$ cat config.mk
export PLATFORM = sky130hd
export DESIGN_NAME = acc_c_endpoint
export DESIGN_NICKNAME = d
export VERILOG_FILES = /design/src/rtl/acc_pkg.sv /design/src/rtl/acc_ep_ctx_fifo.sv /design/src/rtl/acc_c_endpoint.sv
export SDC_FILE = /design/constraint.sdc
export NUM_CORES = 1
export LEC_CHECK = 0
export CORE_AREA = 2 2 185 187
export CTS_CLUSTER_DIAMETER = 60
export DETAILED_ROUTE_END_ITERATION = 8
export DIE_AREA = 0 0 187 189
export PLACE_DENSITY = 0.58
export SKIP_CTS_REPAIR_TIMING = 1
export SLEW_MARGIN = 5
export SYNTH_ARGS = -nofsm -noshare
export SYNTH_HDL_FRONTEND = slang
export SYNTH_SLANG_ARGS = --single-unit
$ cat constraint.sdc
create_clock -name clk_i -period 2.87 [get_ports clk_i]
set_clock_uncertainty 0.1 [all_clocks]
set_input_delay 0.574 -clock clk_i [delete_from_list [all_inputs] [get_ports clk_i]]
set_output_delay 0.574 -clock clk_i [all_outputs]
set_load 0.01 [all_outputs]
$ cat src/rtl/acc_pkg.sv
// Shared types for the C-interface accelerator endpoint.
// Context record kept per outstanding request.
package acc_pkg;

    localparam int AccRdLsb = 7;

    typedef struct packed {
        logic [31:0] hart_id;
        logic [4:0]  rd;
        logic        addr_err;
    } acc_ep_ctx_t;

endpackage

$ cat src/rtl/acc_ep_ctx_fifo.sv
// In-order context FIFO for acc_c_endpoint.
// Depth must be a power of two so the pointers wrap on their own.
import acc_pkg::*;

module acc_ep_ctx_fifo #(
    parameter int unsigned Depth = 4
) (
    input  logic        clk_i,
    input  logic        rst_ni,
    input  logic        push_i,
    input  acc_ep_ctx_t wdata_i,
    input  logic        pop_i,
    output acc_ep_ctx_t rdata_o,
    output logic        full_o,
    output logic        empty_o
);

    localparam int unsigned PtrW = $clog2(Depth);
    localparam int unsigned CntW = PtrW + 1;

    acc_ep_ctx_t           mem [Depth];
    logic [PtrW-1:0]       rd_ptr;
    logic [PtrW-1:0]       wr_ptr;
    logic [CntW-1:0]       count;

    assign full_o  = (count == CntW'(Depth));
    assign empty_o = (count == '0);
    assign rdata_o = mem[rd_ptr];

    // Pointers and occupancy; push and pop together leave the count as is.
    always_ff @(posedge clk_i or negedge rst_ni) begin
        if (!rst_ni) begin
            rd_ptr <= '0;
            wr_ptr <= '0;
            count  <= '0;
        end else begin
            if (push_i) wr_ptr <= wr_ptr + 1'b1;
            if (pop_i)  rd_ptr <= rd_ptr + 1'b1;
            if (push_i && !pop_i)      count <= count + 1'b1;
            else if (!push_i && pop_i) count <= count - 1'b1;
        end
    end

    // Storage; a full push+pop overwrites the slot being read out this cycle.
    always_ff @(posedge clk_i) begin
        if (push_i) mem[wr_ptr] <= wdata_i;
    end

endmodule

$ cat src/rtl/acc_c_endpoint.sv
// Accelerator-side C responder: forwards requests to a datapath, merges results with context.
// Define ACC_C_ENDPOINT_RSP_REG_EN to put a 2-entry spill register on the response path.
import acc_pkg::*;

module acc_c_endpoint #(
    parameter int DataWidth = 32,
    parameter int AddrWidth = 4,
    parameter int CtxDepth  = 4,
    parameter int AccAddr   = 0
) (
    input  logic                   clk_i,
    input  logic                   rst_ni,
    input  logic                   c_q_valid_i,
    output logic                   c_q_ready_o,
    input  logic [AddrWidth-1:0]   c_q_addr_i,
    input  logic [31:0]            c_q_instr_data_i,
    input  logic [3*DataWidth-1:0] c_q_rs_i,
    input  logic [31:0]            c_q_hart_id_i,
    output logic                   c_p_valid_o,
    input  logic                   c_p_ready_i,
    output logic [2*DataWidth-1:0] c_p_data_o,
    output logic                   c_p_dual_wb_o,
    output logic [4:0]             c_p_rd_o,
    output logic                   c_p_error_o,
    output logic [31:0]            c_p_hart_id_o,
    output logic                   op_valid_o,
    input  logic                   op_ready_i,
    output logic [31:0]            op_instr_o,
    output logic [3*DataWidth-1:0] op_rs_o,
    input  logic                   res_valid_i,
    output logic                   res_ready_o,
    input  logic [2*DataWidth-1:0] res_data_i,
    input  logic                   res_dual_wb_i,
    input  logic                   res_error_i,
    output logic                   overflow_o
);

    localparam int RspW = 2 * DataWidth + 39;

    logic            active;
    logic            ctx_full;
    logic            ctx_empty;
    logic            ctx_push;
    logic            ctx_pop;
    logic            room;
    acc_ep_ctx_t     ctx_wdata;
    acc_ep_ctx_t     ctx_head;
    logic [RspW-1:0] rsp_in;
    logic            overflow_q;

    // Holds every handshake low while in reset and for the first cycle after.
    always_ff @(posedge clk_i or negedge rst_ni) begin
        if (!rst_ni) active <= 1'b0;
        else         active <= 1'b1;
    end

    // A pop in the same cycle frees a slot for the incoming request.
    assign room        = !ctx_full || ctx_pop;
    assign op_valid_o  = active && c_q_valid_i && room;
    assign c_q_ready_o = active && op_ready_i && room;
    assign op_instr_o  = active ? c_q_instr_data_i : '0;
    assign op_rs_o     = active ? c_q_rs_i : '0;
    assign ctx_push    = c_q_valid_i && c_q_ready_o;

    assign ctx_wdata = '{
        hart_id:  c_q_hart_id_i,
        rd:       c_q_instr_data_i[AccRdLsb +: 5],
        addr_err: (c_q_addr_i != AddrWidth'(AccAddr))
    };

    acc_ep_ctx_fifo #(
        .Depth (CtxDepth)
    ) u_ctx (
        .clk_i   (clk_i),
        .rst_ni  (rst_ni),
        .push_i  (ctx_push),
        .wdata_i (ctx_wdata),
        .pop_i   (ctx_pop),
        .rdata_o (ctx_head),
        .full_o  (ctx_full),
        .empty_o (ctx_empty)
    );

    assign rsp_in = {res_data_i, res_dual_wb_i, ctx_head.rd,
                     res_error_i | ctx_head.addr_err, ctx_head.hart_id};

`ifdef ACC_C_ENDPOINT_RSP_REG_EN
    logic [RspW-1:0] sp_mem [2];
    logic            sp_wp;
    logic            sp_rp;
    logic [1:0]      sp_cnt;
    logic            sp_pop;

    assign res_ready_o = active && !ctx_empty && (sp_cnt != 2'd2);
    assign ctx_pop     = res_valid_i && res_ready_o;
    assign c_p_valid_o = (sp_cnt != 2'd0);
    assign sp_pop      = c_p_valid_o && c_p_ready_i;

    assign {c_p_data_o, c_p_dual_wb_o, c_p_rd_o, c_p_error_o, c_p_hart_id_o} =
        c_p_valid_o ? sp_mem[sp_rp] : '0;

    // Two-slot response buffer: accepts a result while the consumer drains.
    always_ff @(posedge clk_i or negedge rst_ni) begin
        if (!rst_ni) begin
            sp_mem[0] <= '0;
            sp_mem[1] <= '0;
            sp_wp     <= 1'b0;
            sp_rp     <= 1'b0;
            sp_cnt    <= 2'd0;
        end else begin
            if (ctx_pop) begin
                sp_mem[sp_wp] <= rsp_in;
                sp_wp         <= ~sp_wp;
            end
            if (sp_pop) sp_rp <= ~sp_rp;
            if (ctx_pop && !sp_pop)      sp_cnt <= sp_cnt + 2'd1;
            else if (!ctx_pop && sp_pop) sp_cnt <= sp_cnt - 2'd1;
        end
    end
`else
    assign c_p_valid_o = active && res_valid_i && !ctx_empty;
    assign res_ready_o = active && c_p_ready_i && !ctx_empty;
    assign ctx_pop     = c_p_valid_o && c_p_ready_i;

    assign {c_p_data_o, c_p_dual_wb_o, c_p_rd_o, c_p_error_o, c_p_hart_id_o} =
        c_p_valid_o ? rsp_in : '0;
`endif

    // Sticky flag for a result that arrives with nothing outstanding.
    always_ff @(posedge clk_i or negedge rst_ni) begin
        if (!rst_ni)                                 overflow_q <= 1'b0;
        else if (active && res_valid_i && ctx_empty) overflow_q <= 1'b1;
    end

    assign overflow_o = overflow_q;

    a_no_orphan_result : assert property (
        @(posedge clk_i) disable iff (!rst_ni)
        !(active && res_valid_i && ctx_empty)
    ) else $warning("acc_c_endpoint: result with no outstanding context");

endmodule

# Word level (Yosys, flattened, before mapping)
# Memories as Yosys holds them, arrays and structs flattened.
# Index checks and enable logic that the tools add are counted.
# totals
regBits,9
latch_bits,0
ramBits,152
romBits,0
inputBits,236
output_inout_bits,236
word_cells,40
n_memories,1
# op_classes
add_sub_neg,4
multipliers,0
n_div,0
order_cmp,0
eq_ne,1
shift,0
mux,7
bitwise,1
n_reduce_logical,21
# memory_table
memory,words,width,rd,rd_clocked_by_memory_dff,write_ports,line_no,text
u_ctx.mem,4,38,1,0,1,acc_ep_ctx_fifo.sv:21,acc_ep_ctx_t mem [Depth];
# ops
cell,count
103-bit 2-to-1 mux,1
96-bit 2-to-1 mux,1
32-bit 2-to-1 mux,1
1-bit logical AND,13
3-bit 2-to-1 mux,2
2-bit by 1-bit adder with 2-bit output (second input constant),2
1-bit zero test,4
4-bit nonzero test,1
3-bit by 1-bit adder with 3-bit output (second input constant),1
3-bit equality test (second input constant),1
3-bit zero test,1
3-bit by 1-bit subtractor with 3-bit output (second input constant),1
1-bit 2-to-1 mux,2
2-bit nonzero test,1
1-bit logical OR,1
1-bit OR,1

# Depth between registers and ports, before layout
# Gate-level depths: netlist of run 1.
# logic_depth
depth_word,11
mapped_depth,9
depth_no_buf,8

# Hierarchy
# A second synthesis of run 1 with hierarchy kept.
# hier_totals
cells_unflattened,505
hier_area_um2,7668.6
# modules_own_cells
mod,n_inst,cells_each,area_per_inst_um2,seq_area_each_um2
acc_ep_ctx_fifo,1,233,5924.4,4739.5
acc_c_endpoint,1,272,1744.2,50.0

# Worst setup path after synthesis of run 1
# OpenSTA, ideal clock, no wires.
# synth_timing
path_type,in2reg
start,input port c_q_valid_i
end,memory u_ctx.mem[0][0] (netlist name) (enable)
setup_ps,399
t_arrival_ps,1857
required_time_ps,2371
setup_slack_ps,514
cell_stages,3
n_path_buf,0
path_cell_list,nand3_1 > a21oi_2 > and2_1
# synth_via
elab_chain_len,3
# synth_rtl
element,line_no,text
start: declaration,acc_c_endpoint.sv:13,"input logic c_q_valid_i,"
1-bit logical AND,acc_c_endpoint.sv:63,assign ctx_push = c_q_valid_i && c_q_ready_o;
via ctx_push,acc_c_endpoint.sv:43,logic ctx_push;
1-bit 2-to-1 mux,acc_ep_ctx_fifo.sv:46,if (push_i) mem[wr_ptr] <= wdata_i;
1-bit 2-to-1 mux (not written as such),acc_ep_ctx_fifo.sv:46,
end: declaration,acc_ep_ctx_fifo.sv:21,
# The timed path passes the listed nets, and every way through them passes these cells.

# Worst setup path after layout of run 1
# layout_timing
start,register u_ctx.rd_ptr[0]
end,output port c_p_error_o
# layout_via
elab_chain_len,3
# layout_rtl
element,line_no,text
start: declaration,acc_ep_ctx_fifo.sv:22,logic [PtrW-1:0] rd_ptr;
start signal: assignment,acc_ep_ctx_fifo.sv:38,if (pop_i) rd_ptr <= rd_ptr + 1'b1;
memory 4 x 38 bit,--,
1-bit OR,acc_c_endpoint.sv:85,"res_error_i | ctx_head.addr_err, ctx_head.hart_id};"
103-bit 2-to-1 mux,acc_c_endpoint.sv:126,c_p_valid_o ? rsp_in : '0;
end: declaration,acc_c_endpoint.sv:24,"output logic c_p_error_o,"
# No other way between the ends.

==> metrics.yaml, run 1 <==
sta:
  hold_violations: 0
  rsz0062_at_grt: "true"
  fmax_ghz: 0.3419
  tns_ps: -54.56
  period_share: 1.019
  setup_violations: 1
  min_period_ps: 2925
  fin_ws_ps: -54.56
  final-max-slew-violation-count: 0
global_routing:
  grt_util_all_layers: 0.1773
  antenna_found_initial: 5
  grt_pass1_wl_um: 44910
  first_global_vias: 6278
  gr-total-overflow: 0
  grt_max_degree: 53
placed_design:
  port_buffers: 471
  dp_cells: 1411
  hpwl_um: 24990
  finalWeightedCongestion: 0.9231
yosys:
  synth-seq-cells: 161
  synth_fp_nets: 744
  synthFlopType: "edfxtp_1"
  synth-warning-count: 0
  synthArstFlopShare: 0.05590
  postSynthCellCount: 502
  yosys.cell_types.count: 27
  synth_edf_count: 152
  synth-seq-area-share: 0.6306
  avgSynthCellArea_um2: 15.13
  syn_area_um2: 7595
critical_path:
  crit_arrival_ps: 2250
  regToRegSetupSlack_ps: 300
  start_kind: "flop"
  slowest_delay_ps: 520
  r2r-end: "u_ctx.count[2]$_DFFE_PN0P_"
  r2r_start: "u_ctx.count[1]$_DFFE_PN0P_"
  cp_common_cell: "buf_4"
  cp_cell_sequence: "buf_12 > buf_4 > buf_4 > mux4_2 > o21a_1 > dlymetal6s2s_1"
  slowest_stage: "dfrtp_4"
  worst-path-max-fanout: 9
  reg2reg_depth: 10
  crit_start: "u_ctx.rd_ptr[0]$_DFFE_PN0P_"
  critPathKind: "reg -> out"
  cp-end-kind: "output pin"
  cp_data_required_time_ps: 2200
detailed_routing:
  dr.pass1.iters: 4
  drc_errors: 0
  viasPerCell: 4.104
  num_vias: 5992
  drtIter0Drc: 312
  drt.antenna.violating_nets: 0
  wirelength_um: 33080
  post_drt_wl_per_cell_um: 22.66
finish:
  syn_to_final_growth_pct: 85.30
  final_nets: 1241
  antennaDiodeCount: 0
  final_common_cell: "clkdlybuf4s50_1"
  drive_above_1_share: 0.1225
  final_cell_mix: "clkdlybuf4s50_1, and2_1, edfxtp_1"
  layout.cells.non_filler: 1460
die:
  boundaryPins: 472
  core_um2: 33280
  die_w_um: 187
  dieArea_um2: 35340
  core.rowCount: 67
  chipHeight_um: 189
  start_util: 0.2282
hold_path:
  hold_class: "in -> async"
outcome:
  outcome: "finished, violations left"
  violations: "setup timing"
cts:
  clkTransAtPathRegs_ps: 60
  cts_buffers: 17
  htreeDepth: 4
  clk_latency_ps: 410
  cts_max_path_buffers: 2
  cts_tree: "done"
  clock_sinks: 161
  cts_root_buf: "clkbuf_16"
power_and_ir_drop:
  vdd_ir_drop_max_mv: 0.3883
  powerDensity_nw_per_um2: 563.4
  power_leakage_nw: 6.461
flow_run:
  maxCapViolations: 0
-- power breakdown --
group / switching [mW] / internal [mW]
Sequential: 0.101 / 2.76
Clock: 0.898 / 1.19
Combinational: 1.19 / 1.78
-- critical path: cells and delay by family (launching register included) --
| family | cells | cell delay, ps |
|---|---|---|
| flip-flops | 1 | 520 |
| buffers and inverters | 4 | 640 |
| multiplexers | 1 | 450 |
| AO/OA/AOI/OAI | 1 | 220 |
-- how the worst max path moves through the flow --
stage / end / cells past startpoint
global placement: c_p_data_o[5] / 5
global route: c_p_error_o / 6
floorplan: u_ctx.mem[0][0]$_DFFE_PP_ / 3
detailed placement: c_p_data_o[5] / 5
CTS: c_p_data_o[5] / 5
finish: c_p_error_o / 6
-- cells by family (layout without fill, tap and decap cells) --
family          after synthesis  count (layout)  synth area share
compound gates                5               5          0.007085
xor+xnor                      6               6          0.006919
fa+ha+maj                     6               6           0.01087
buf+inv                      37             547           0.02751
flops                       161             161            0.6306
mux                          40              40            0.1157
other cells                   1               1         0.0004938
simple gates                246             246            0.2008
-- layout make-up --
cell class / count / area (um2)
clock buffers: 19 / 432.9
clock inverters: 13 / 112.6
fillers: 3124 / 19210
inverters: 3 / 11.26
multi-input cells: 304 / 2606
flip-flops and latches: 161 / 4798
well taps: 448 / 560.5
repair buffers: 512 / 5552
-- registers in the layout (all words and copies together), names as in the netlist --
register and count:
u_ctx.rd_ptr 2, u_ctx.wr_ptr 2, u_ctx.count 3, u_ctx.mem 152
overflow_o 1, active 1
-- through the flow --
stage,power (mW),util,hold slack (ps),instance area [um2],worst slack (ps)
floorplan,4.286,-,178.4,7595,514.1
global placement,5.668,0.3910,365.5,13010,-147.3
detailed placement,5.667,0.3910,360.1,13010,-198.8
CTS,7.783,0.4073,381.5,13560,-202.7
global route,8.335,0.4229,404.7,14070,-110.5
finish,7.929,0.4229,377.5,14070,-54.56
-- cells in the mapped netlist (2+ instances only) --
cell        n  share of area
buf_2       4         0.0026
inv_1       3         0.0015
xnor2_1     4         0.0046
dfrtp_1     9          0.030
nand2_1     3         0.0015
mux2_2      2         0.0030
clkbuf_1   22          0.011
buf_6       6         0.0089
and2_1    236           0.19
edfxtp_1  152           0.60
nor2_1      2        0.00099
ha_1        5         0.0082
mux4_2     38           0.11
xor2_1      2         0.0023
nand3_1     2         0.0013
-- metal layers --
| metal | global-route usage | vias up | part of all wire |
|---|---|---|---|
| met3 | 0.09268 | 15 | 0.12 |
| met4 | 0.02381 | 8 | 0.0041 |
| met2 | 0.2704 | 266 | 0.45 |
| met1 | 0.2290 | 2927 | 0.43 |
| met5 | 0 | - | 0.0013 |
| li1 | - | 2776 | - |
No activity file was read; power rests on OpenSTA's default activity.
==> inputs of run 2 (changes only) <==
--- a/config.mk
+++ b/config.mk
@@ -9,9 +9,10 @@
 export CTS_CLUSTER_DIAMETER = 60
 export DETAILED_ROUTE_END_ITERATION = 8
 export DIE_AREA = 0 0 187 189
+export MAX_ROUTING_LAYER = met4
 export PLACE_DENSITY = 0.58
 export SKIP_CTS_REPAIR_TIMING = 1
-export SLEW_MARGIN = 5
+export SLEW_MARGIN = 15
 export SYNTH_ARGS = -nofsm -noshare
 export SYNTH_HDL_FRONTEND = slang
 export SYNTH_SLANG_ARGS = --single-unit
==> constraint.sdc (replaced) <==
create_clock -name clk_i -period 2.87 [get_ports clk_i]
set_clock_uncertainty 0.1 [all_clocks]
set_input_delay 0.4305 -clock clk_i [delete_from_list [all_inputs] [get_ports clk_i]]
set_output_delay 0.4305 -clock clk_i [all_outputs]
set_load 0.01 [all_outputs]
==> metrics.yaml, run 2 (same netlist as run 1, synthesis figures left out) <==
cts:
  clock_sinks: 161  # unchanged
  clkTransAtPathRegs_ps: 60  # about the same
  cts_max_path_buffers: 2  # unchanged
  cts_buffers: 17  # unchanged
  cts_tree: "done"  # unchanged
  cts_root_buf: "clkbuf_16"  # unchanged
  clk_latency_ps: 420  # was 410 ps
  htreeDepth: 4  # unchanged
critical_path:
  r2r_start: "u_ctx.count[1]$_DFFE_PN0P_"  # unchanged
  cp_data_required_time_ps: 2340  # was 2200 ps
  start_kind: "flop"  # unchanged
  r2r-end: "u_ctx.count[2]$_DFFE_PN0P_"  # unchanged
  cp-end-kind: "output pin"  # unchanged
  regToRegSetupSlack_ps: 600  # was 300 ps
  critPathKind: "reg -> out"  # unchanged
  worst-path-max-fanout: 12  # was 9
  crit_arrival_ps: 2280  # was 2250 ps
  reg2reg_depth: 8  # was 10
global_routing:
  grt_max_degree: 129  # was 53
  grt_util_all_layers: 0.1835  # was 0.1773
  grt_pass1_wl_um: 45150  # was 44910 um
  antenna_found_initial: 3  # was 5
  gr-total-overflow: 0  # unchanged
  first_global_vias: 6326  # was 6278
finish:
  final_cell_mix: "clkdlybuf4s50_1, and2_1, edfxtp_1"  # unchanged
  final_common_cell: "clkdlybuf4s50_1"  # unchanged
  multi_input_area_um2: 2606  # unchanged
  top_register: "u_ctx.mem"  # unchanged
  reg_top3: "u_ctx.mem (152), u_ctx.count (3)"  # unchanged
  layout.cells.non_filler: 1439  # was 1460
  nFillCells: 3151  # was 3124
  final_nets: 1217  # was 1241
  drive_above_1_share: 0.09818  # was 0.1225
  largest_reg_flops: 152  # unchanged
  syn_to_final_growth_pct: 79.97  # was 85.30%
  seqCellArea_um2: 4797  # was 4798 um2
  final_core_util: 0.4107  # was 0.4229
  finish.instance_area_um2: 13670  # was 14070 um2
detailed_routing:
  num_vias: 5845  # was 5992
  drt.antenna.violating_nets: 0  # unchanged
  viasPerCell: 4.062  # was 4.104
  post_drt_wl_per_cell_um: 22.37  # was 22.66 um
  drc_errors: 0  # unchanged
  dr.pass1.iters: 4  # unchanged
  wirelength_um: 32190  # was 33080 um
  drtIter0Drc: 308  # was 312
sta:
  setup_violations: 0  # was 1
  min_period_ps: 2808  # was 2925 ps
  final-max-slew-violation-count: 0  # unchanged
  tns_ps: 0  # was -54.56 ps
  rsz0062_at_grt: "false"  # was true
  hold_violations: 0  # unchanged
  period_share: 0.9783  # was 1.019
  fmax_ghz: 0.3561  # was 0.3419 GHz
placed_design:
  port_buffers: 471  # unchanged
  placed_cell_area_um2: 12920  # was 13010 um2
  dp_cells: 1402  # was 1411
  finalWeightedCongestion: 0.9259  # was 0.9231
  hpwl_um: 24830  # was 24990 um
die:
  die_w_um: 187  # unchanged
  core_um2: 33280  # unchanged
  core.rowCount: 67  # unchanged
  dieArea_um2: 35340  # unchanged
  boundaryPins: 472  # unchanged
  chipHeight_um: 189  # unchanged
  start_util: 0.2282  # unchanged
power_and_ir_drop:
  powerDensity_nw_per_um2: 573.5  # was 563.4 nW/um2
  vdd_ir_drop_max_mv: 0.3967  # was 0.3883 mV
  power_leakage_nw: 5.291  # was 6.461 nW
hold_path:
  hold_class: "in -> async"  # unchanged
outcome:
  outcome: "finished, final reports clean"  # was finished, violations left
flow_run:
  maxCapViolations: 0  # unchanged
run 2: routing by layer:
layer | vias up | track usage | routed length, um
met5 | - | - | 0
met4 | 0 | 0.03114 | 186
met3 | 12 | 0.08601 | 3667
met2 | 275 | 0.2721 | 14390
met1 | 2829 | 0.2314 | 13940
li1 | 2729 | - | -
run 2: cell type report:
cell class | count | share of cell area
Inverter | 3 | 0.0008239
Multi-Input combinational cell | 304 | 0.1907
Sequential cell | 161 | 0.3510
Timing Repair Buffer | 488 | 0.3729
Antenna cell | 3 | 0.0005492
Tap cell | 448 | 0.04101
Clock buffer | 18 | 0.03140
Clock inverter | 14 | 0.01163
run 2: how the worst max path moves through the flow:
| stage | depth (start not counted) | from | end | slack, ps |
|---|---|---|---|---|
| after detailed placement | 5 | res_valid_i | c_p_data_o[3] | 40 |
| after CTS | 4 | u_ctx.rd_ptr[0]$_DFFE_PN0P_ | c_p_rd_o[3] | -90 |
| after floorplan | 3 | u_ctx.count[2]$_DFFE_PN0P_ | u_ctx.mem[0][0]$_DFFE_PP_ | 580 |
| after global routing | 4 | u_ctx.rd_ptr[0]$_DFFE_PN0P_ | c_p_hart_id_o[1] | 4 |
| after global placement | 5 | res_valid_i | c_p_data_o[4] | 50 |
| final | 4 | u_ctx.rd_ptr[0]$_DFFE_PN0P_ | c_p_hart_id_o[1] | 60 |
run 2: per-stage QoR:
step / worst slack (ps) / hold WS (ps) / total power [mW]
6_report: 62.15 / 235.3 / 7.839
5_1_grt: 4.328 / 253.6 / 8.228
4_1_cts: -85.50 / 223.9 / 7.915
3_5_place_dp: 41.08 / 365.2 / 5.626
3_3_place_gp: 46.06 / 367.8 / 5.620
2_1_floorplan: 581.7 / 34.91 / 4.286
run 2: worst max-delay path, cell delays in order, from the launching register on:
cell and delay [ps]:
dfrtp_4 490, buf_12 190, mux4_2 520, and2_1 180, clkdlybuf4s50_1 480
run 2: power breakdown:
group	internal (mW)	switching, mW	leakage [nW]
clock network	1.36	0.898	0.288
registers	2.76	0.114	1.47
logic	1.59	1.11	3.53
total	5.72	2.12	5.29
==> inputs of run 3 (changes only) <==
--- a/config.mk
+++ b/config.mk
@@ -11,6 +11,7 @@
 export DIE_AREA = 0 0 187 189
 export MAX_ROUTING_LAYER = met4
 export PLACE_DENSITY = 0.58
+export SETUP_SLACK_MARGIN = 0.4
 export SKIP_CTS_REPAIR_TIMING = 1
 export SLEW_MARGIN = 15
 export SYNTH_ARGS = -nofsm -noshare
==> metrics.yaml, run 3 (same netlist as run 1, synthesis figures left out) <==
outcome:
  outcome: "finished, final reports clean"  # unchanged
finish:
  largest_reg_flops: 152  # unchanged
  reg_top3: "u_ctx.mem (152), u_ctx.count (3)"  # unchanged
  final_nets: 1286  # was 1217
  syn_to_final_growth_pct: 93.87  # was 79.97%
  final_cell_mix: "clkdlybuf4s50_1, and2_1, edfxtp_1"  # unchanged
  layout.cells.non_filler: 1510  # was 1439
  drive_above_1_share: 0.2167  # was 0.09818
  final_common_cell: "clkdlybuf4s50_1"  # unchanged
  top_register: "u_ctx.mem"  # unchanged
global_routing:
  gr-total-overflow: 0  # unchanged
  antenna_found_initial: 5  # was 3
  grt_max_degree: 129  # unchanged
  first_global_vias: 6326  # unchanged
  grt_pass1_wl_um: 45150  # unchanged
  grt_util_all_layers: 0.1835  # unchanged
cts:
  clk_latency_ps: 420  # about the same
  cts_root_buf: "clkbuf_16"  # unchanged
  htreeDepth: 4  # unchanged
  cts_max_path_buffers: 2  # unchanged
  clkTransAtPathRegs_ps: 60  # about the same
  cts_tree: "done"  # unchanged
  cts_buffers: 17  # unchanged
  clock_sinks: 161  # unchanged
critical_path:
  critPathKind: "reg -> out"  # unchanged
  cpLargestDelayFamily: "buffers and inverters"  # unchanged
  cp_data_required_time_ps: 2340  # about the same
  crit_buf_inv: 2  # unchanged
  cp-end-kind: "output pin"  # unchanged
  slowest_stage: "clkdlybuf4s50_1"  # was mux4_2
  worst-path-max-fanout: 14  # was 12
  crit_arrival_ps: 2240  # was 2280 ps
  slowest_delay_ps: 530  # was 520 ps
  start_kind: "flop"  # unchanged
  cp_cell_sequence: "o311a_4 > buf_12 > and2_1 > clkdlybuf4s50_1"  # was buf_12 > mux4_2 > and2_1 > clkdlybuf4s50_1
sta:
  setup_violations: 0  # unchanged
  fmax_ghz: 0.3611  # was 0.3561 GHz
  hold_violations: 0  # unchanged
  min_period_ps: 2769  # was 2808 ps
  final-max-slew-violation-count: 0  # unchanged
  period_share: 0.9650  # was 0.9783
  rsz0062_at_grt: "true"  # was false
detailed_routing:
  drtIter0Drc: 213  # was 308
  drc_errors: 0  # unchanged
  viasPerCell: 4.139  # was 4.062
  dr.pass1.iters: 4  # unchanged
  post_drt_wl_per_cell_um: 23.30  # was 22.37 um
  drt.antenna.violating_nets: 0  # unchanged
  num_vias: 6250  # was 5845
  wirelength_um: 35180  # was 32190 um
power_and_ir_drop:
  powerDensity_nw_per_um2: 602.1  # was 573.5 nW/um2
  vdd_ir_drop_max_mv: 0.4080  # was 0.3967 mV
  power_leakage_nw: 6.476  # was 5.291 nW
  total_power_mw: 8.866  # was 7.839 mW
placed_design:
  dp_cells: 1402  # unchanged
  hpwl_um: 24830  # unchanged
  port_buffers: 471  # unchanged
  finalWeightedCongestion: 0.9259  # unchanged
flow_run:
  maxCapViolations: 0  # unchanged
die:
  core_um2: 33280  # unchanged
  die_w_um: 187  # unchanged
  core.rowCount: 67  # unchanged
  dieArea_um2: 35340  # unchanged
  chipHeight_um: 189  # unchanged
  boundaryPins: 472  # unchanged
  start_util: 0.2282  # unchanged
hold_path:
  hold_class: "in -> async"  # unchanged
[run 3: cell types whose count changed in the layout (fill, tap and decap cells not counted), moves of 2 or more]
cell / change
buf_8: +6
buf_2: +7
buf_4: +21
and2_1: -27
dlymetal6s2s_1: +44
and2_4: +27
buf_6: +55
clkdlybuf4s50_1: -79
diode_2: +2
buf_12: +4
clkbuf_16: +8
[run 3: per-layer routing]
metal,vias to the layer above,routed length (um),track usage
met5,-,0,-
met4,0,331,0.03114
met3,21,3749,0.08601
met2,284,16020,0.2721
met1,3068,15070,0.2314
li1,2877,-,-
[run 3: path summary, 6_finish.rpt]
kind / from / end / slack, ps / cells after the start
hold / removal: rst_ni / overflow_o$_DFFE_PN0P_ / 240 / 1
setup / recovery: u_ctx.count[1]$_DFFE_PN0P_ / c_p_data_o[19] / 100 / 4
hold reg to reg: overflow_o$_DFFE_PN0P_ / overflow_o$_DFFE_PN0P_ / 380 / 1
setup reg to reg: u_ctx.count[1]$_DFFE_PN0P_ / u_ctx.count[2]$_DFFE_PN0P_ / 370 / 9
min in group clk_i: res_valid_i / overflow_o$_DFFE_PN0P_ / 260 / 2
max in group asynchronous: rst_ni / u_ctx.rd_ptr[0]$_DFFE_PN0P_ / 2060 / 1
[run 3: worst reg2reg max path, cell delays in order (launching register included)]
cell and delay, ps:
dfrtp_2 430, o311a_4 510, clkbuf_4 230, nand2_1 120
ha_1 200, inv_1 70, fa_1 380, xor2_1 150
nor2_1 110, xor2_1 140
[run 3: per-stage QoR]
stage	setup WS, ps	hold WS [ps]	utilization	instance area [um2]	setup TNS, ps
finish	100.5	239.5	0.4424	14720	0
global route	31.19	253.5	0.4423	14720	0
CTS	-85.50	223.9	0.4059	13510	-1095
detailed placement	41.08	365.2	0.3882	12920	0
global placement	46.06	367.8	0.3882	12920	0
floorplan	581.7	34.91	-	7595	0
[run 3: report_power, final]
group	leakage [nW]	internal (mW)	switching, mW
logic	4.72	2.35	1.37
clock network	0.288	1.36	0.898
registers	1.47	2.76	0.118
[run 3: layout make-up]
type                    instances  area [um2]
clock buffers                  18       429.2
flip-flops and latches        161        4798
repair buffers                557        6080
inverters                       3       11.26
clock inverters                14       158.9
multi-input cells             304        2674
well taps                     448       560.5
diodes                          5       12.51
fillers                      3099       18560
